--- src/rtl/hbwif_serdes.sv ---
// HBWIF serial-link framing core: 2*DIVISOR-bit words <-> 2-bit pairs, one frame every DIVISOR cycles.
// Optional HBWIF_SERDES_LOOPBACK_EN adds io_config_loopback, which feeds io_tx_out into the RX path.
module hbwif_serdes #(
   parameter int DIVISOR = 8,
   parameter int NUM_RX = 3,
   localparam int W = 2 * DIVISOR,
   localparam int SELW = (NUM_RX > 1) ? $clog2(NUM_RX) : 1,
   localparam int CW = (DIVISOR > 1) ? $clog2(DIVISOR) : 1
) (
   input  logic              io_clks,
   input  logic              io_reset_n,
   input  logic [W-1:0]      io_tx_in,
   output logic              io_tx_ready,
   output logic [1:0]        io_tx_out,
   input  logic [2*NUM_RX-1:0] io_rx_in,
   input  logic [SELW-1:0]   io_config_rx_sel,
   input  logic              io_config_rx_edge_sel,
`ifdef HBWIF_SERDES_LOOPBACK_EN
   input  logic              io_config_loopback,
`endif
   output logic [W-1:0]      io_rx_out,
   output logic              io_rx_valid
);

   logic [CW-1:0] cnt;
   logic          last_slot;
   logic [W-1:0]  tsr;
   logic [W-3:0]  rsr;
   logic          last;
   logic [1:0]    lane_p;
   logic [1:0]    p;
   logic [1:0]    q;
   logic [W-1:0]  rx_word;

   assign last_slot   = (cnt == CW'(DIVISOR - 1));
   assign io_tx_ready = last_slot && io_reset_n;
   assign io_tx_out   = tsr[W-1:W-2];

   // Out-of-range selects fall back to lane 0 because no loop iteration matches.
   always_comb begin
      lane_p = io_rx_in[1:0];
      for (int k = 0; k < NUM_RX; k++) begin
         if (io_config_rx_sel == SELW'(k)) begin
            lane_p = io_rx_in[2*k +: 2];
         end
      end
   end

`ifdef HBWIF_SERDES_LOOPBACK_EN
   assign p = io_config_loopback ? io_tx_out : lane_p;
`else
   assign p = lane_p;
`endif

   // Shifted pairing delays the stream by one bit so that a sampler offset by half a pair realigns.
   assign q       = io_config_rx_edge_sel ? {last, p[1]} : p;
   assign rx_word = {rsr, q};

   always_ff @(posedge io_clks) begin
      if (!io_reset_n) begin
         cnt         <= '0;
         tsr         <= '0;
         rsr         <= '0;
         last        <= 1'b0;
         io_rx_out   <= '0;
         io_rx_valid <= 1'b0;
      end else begin
         cnt  <= last_slot ? '0 : cnt + CW'(1);
         tsr  <= last_slot ? io_tx_in : {tsr[W-3:0], 2'b00};
         rsr  <= rx_word[W-3:0];
         last <= p[0];
         io_rx_valid <= last_slot;
         if (last_slot) begin
            io_rx_out <= rx_word;
         end
      end
   end

endmodule

--- config.mk ---
export PLATFORM = sky130hd
export DESIGN_NAME = hbwif_serdes
export DESIGN_NICKNAME = d
export VERILOG_FILES = /design/src/rtl/hbwif_serdes.sv
export SDC_FILE = /design/constraint.sdc
export NUM_CORES = 1
export LEC_CHECK = 0
export ABC_AREA = 0
export BUFFER_PORTS_ARGS = -buffer_cell sky130_fd_sc_hd__clkbuf_2
export CORE_AREA = 2 2 80 51
export CTS_CLUSTER_SIZE = 16
export DETAILED_ROUTE_END_ITERATION = 8
export DIE_AREA = 0 0 82 53
export GPL_TIMING_DRIVEN = 0
export PLACE_DENSITY = 0.81
export SLEW_MARGIN = 25
export SYNTH_ARGS = -nofsm -noshare
export SYNTH_HDL_FRONTEND = slang
export SYNTH_SLANG_ARGS = --single-unit
--- constraint.sdc ---
create_clock -name io_clks -period 1.85 [get_ports io_clks]
set_input_delay 0 -clock io_clks [delete_from_list [all_inputs] [get_ports io_clks]]
set_output_delay 0 -clock io_clks [all_outputs]
set_load 0.05 [all_outputs]
# Word level (Yosys, flattened, before mapping)
# Index checks and enable logic that the tools add are counted.
# Widths: inputs -> output; s select.
# totals
output_inout_bits	20
elab_cells	19
input_bits	27
reg_bits	51
# op_classes
reduce_logical	3
bitwise	1
muxes	4
eq_ne	3
addsub	1
# ops
op	count
$mux 16	1
$mux 2	3
$add 3x1->3 const B	1
$eq 3x3->1 const B	1
$eq 2x1->1 const B	1
$eq 2x2->1 const B	1
$reduce_and 2->1	1
$reduce_or 2->1	1
$logic_and 1x1->1	1
$not 1->1	1

# Depth between registers and ports, before layout
# depth
depth_word	4
ltp_mapped	6
mapped_depth_nobuf	4

# Least setup slack after synthesis
# No wires, ideal clock.
# synth_path
path_type	reg2out
from	reg cnt[0]
to	out io_tx_ready
path_stages_with_launch	6
path_buffers	2
t_arrival_ns	1.386
slack_ns	0.464
cell_sequence	dfxtp_1 ha_1 ha_1 buf_2 buf_2 and2_1
# synth_between
elab_chain_len	2
# synth_rtl
element	line_no	source
from (decl)	25	logic [CW-1:0] cnt;
from (signal assigned)	68	cnt <= last_slot ? '0 : cnt + CW'(1);
$eq 3x3->1	35	assign last_slot = (cnt == CW'(DIVISOR - 1));
$logic_and 1x1->1	36	assign io_tx_ready = last_slot && io_reset_n;
to (decl)	13	output logic io_tx_ready,
# Every way passes these cells.

# Worst setup path in the final report
# Same ends and word-level chain as after synthesis.

==> results.toml <==
[status]
outcome = "finished, final reports clean"

[timing]
grt_setup_unrepaired = "false"
timing.final.crit_period_ns = 1.72
fin_skew_ns = 0.00464
hold_ws_ns = 0.0224
timing_max_transition_violations_final = 0
worst_slew_margin_rel_pct = 68.5
min_period_over_period_pct = 93.0
timing_limited_maximum_frequency_mhz = 581
tns_ns = 0
final_setup_violation_count = 0
hold_violations = 0
tightest_slew_ns = 0.472

[clocking]
clock_path_buffers = 2
clk-insertion-delay-late_ns = 0.30
cts_tree = "done"
cts_num_sinks = 51
root_buffer = "clkbuf_8"
htreeDepth = 2
clk_transition_reported_paths_ns = 0.08
cts_buffers = 5

[layout]
area.sequential_um2 = 1020
ratio_of_cells_with_drive_above_1_in_the_final_layout_pct = 27.3
final.fill_count = 276
multi_input_comb_area_um2 = 657
num_antenna_cells = 0
syn2layout_area_growth_pct = 32.2
final_core_utilization_pct = 65.1
fin_nets = 256

[power]
combinationalPowerShare_pct = 6.1
ir_worst_vdd_mv = 0.381
clock_power_share_pct = 38.3
power.share.sequential_pct = 55.5
internal_power_uw = 1620
p_switching_uw = 401
p_sw_share_pct = 19.8
power-per-cell-area_nw_per_um2 = 870
power.leakage_uw = 0.00103

[critical_path]
timing.reg2reg.worst_path_depth = 6
critical_path.slowest_cell = "dfxtp_1"
data_arrival_critical_path_ns = 1.72
crit_path_max_incr_delay_ns = 0.35
crit_path_max_fanout = 10
worstSetupStartpointType = "flip-flop"
chain_of_cells_forming_the_critical_path = "ha_1 -> ha_1 -> buf_2 -> buf_4 -> and2_1 -> buf_4"
critical_path_class = "flip-flop to output pin"
critPathRequiredTime_ns = 1.85
cp-end-kind = "output pin"

[synthesis]
synth_fp_nets = 188
post_synth_inst_count = 158
syn_area_per_cell_um2 = 11.1
synth_seq_cells = 51
yosysSeqAreaShare_pct = 58.1
yosys_warnings = 0
syn_area_um2 = 1760
synth.lib_cells_used.distinct = 17

[drt]
avgRoutedWirePerCell_um = 12.5
drt-total-wl_mm = 3.42
antenna_left = 0
route.detailed.drc = 0
via_per_inst = 4.65
pre_antenna_drt_iters = 4
drt_first_iter_violations = 23
dr_total_vias = 1273

[placement]
io_buffer_count = 45
globalplace.congestion = 0.723
estimated_wirelength_of_the_detail_placed_design_mm = 2.22

[global_routing]
grt_overflow = 0
grt_max_degree = 16
vias_in_the_first_global_route = 1283
antenna_found_initial = 0
grtUsageTotal_pct = 17.4
grt_first_pass_wirelength_mm = 5.60

[hold_path]
min_path_cells = 3
hold_path_class = "input port to flip-flop"

[floorplanning]
io-pin-count = 47
placeableCoreArea_um2 = 3570
num_rows = 17
chipHeight_um = 53
die_area_um2 = 4350
chipWidth_um = 82
initial_cell_density_of_the_core_pct = 49.2

[run]
max_cap_violations = 0
worst paths after layout:
check / endpoint / start / slack [ns]
worst max-delay path: io_tx_ready / cnt[0]$_SDFF_PP0_ / 0.13
worst min-delay path: rsr[1]$_SDFF_PN0_ / io_config_rx_edge_sel / 0.02
worst min register to register: rsr[10]$_SDFF_PN0_ / rsr[8]$_SDFF_PN0_ / 0.46
worst max register to register: io_rx_out[7]$_SDFFE_PN0N_ / cnt[0]$_SDFF_PP0_ / 0.26
state kept, by name, summed over array words and instances, names as in the netlist:
| signal | cells |
|---|---|
| last | 1 |
| io_rx_out | 16 |
| rsr | 14 |
| io_rx_valid | 1 |
| cnt | 3 |
| tsr | 16 |
repair_timing:
action                     in CTS  in global routing
hold endpoints to repair       16                  0
resized for setup               0                  5
setup endpoints to repair       0                  1
buffers inserted                0                  0
hold buffers                   16                  0
synth_stat cells:
cell type / n / area [µm²]
and3_1: 2 / 12.5
nor2_1: 30 / 113
buf_4: 4 / 30.0
buf_1: 1 / 3.75
inv_1: 1 / 3.75
o21ai_1: 1 / 5.00
nor3b_1: 2 / 15.0
ha_1: 3 / 37.5
mux2i_1: 36 / 360
nor3_1: 1 / 5.00
and2_1: 15 / 93.8
dfxtp_1: 51 / 1020
o21ai_0: 1 / 5.00
clkbuf_1: 3 / 11.3
buf_2: 4 / 20.0
a21oi_1: 2 / 10.0
buf_6: 1 / 11.3
kinds of logic after synthesis:
kind of cell | count (synthesis) | synth area share, %
compound gates | 4 | 1.14
fa+ha+maj | 3 | 2.14
buf+inv | 14 | 4.55
flops | 51 | 58.1
mux | 36 | 20.5
simple gates | 50 | 13.6
critical path: cells and delay by family, from the launching register on:
family	cells	cell delay, ns
flops	1	0.35
simple gates	1	0.14
buf+inv	3	0.58
fa+ha+maj	2	0.34
power by group through the flow:
stage	combinational (µW)	clock [µW]	sequential, µW
3_3_place_gp	94.3	0	1150
2_1_floorplan	52.1	0	1150
6_report	124	775	1120
5_1_grt	136	828	1130
3_5_place_dp	96.1	0	1150
4_1_cts	123	789	1120
through the flow:
stage	area, µm²	total power, µW	instances	setup slack [ns]
after detailed placement	2040	1250	250	0.364
after CTS	2320	2040	274	0.00597
after floorplan	1760	1200	158	0.464
after global placement	2040	1240	250	0.379
after global routing	2320	2090	274	0.0146
final	2320	2020	274	0.130
cells in the final DEF (no fill, tap or decap):
master         instances
clkbuf_1               3
clkbuf_2              44
buf_6                  1
dfxtp_1               51
ha_1                   3
inv_1                  1
mux2i_1               36
nor3_1                 1
and2_1                15
o21ai_1                1
buf_2                  3
and3_1                 2
o21ai_0                1
nor3b_1                2
a21oi_1                2
bufinv_16              1
clkbuf_8               6
nor2_1                30
clkinv_2               1
buf_4                  6
dlygate4sd3_1         16
buf_1                  1
final cells by class:
class,instances,area share [%]
Sequential cell,51,43.9
Multi-Input combinational cell,93,28.3
Timing Repair Buffer,61,16.7
Clock buffer,6,3.55
Buffer,13,3.39
Tap cell,47,2.53
Clock inverter,2,1.51
Inverter,1,0.161
layer usage:
metal  track usage (%)  vias up  part of all wire [%]
met1              22.3      591                    48
li1                  -      645                     -
met3              4.10        6                   3.8
met5                 0        -                     0
met4              7.50        0                   1.7
met2              28.2       31                    46
Note: power is estimated with default switching activity, not from simulation.
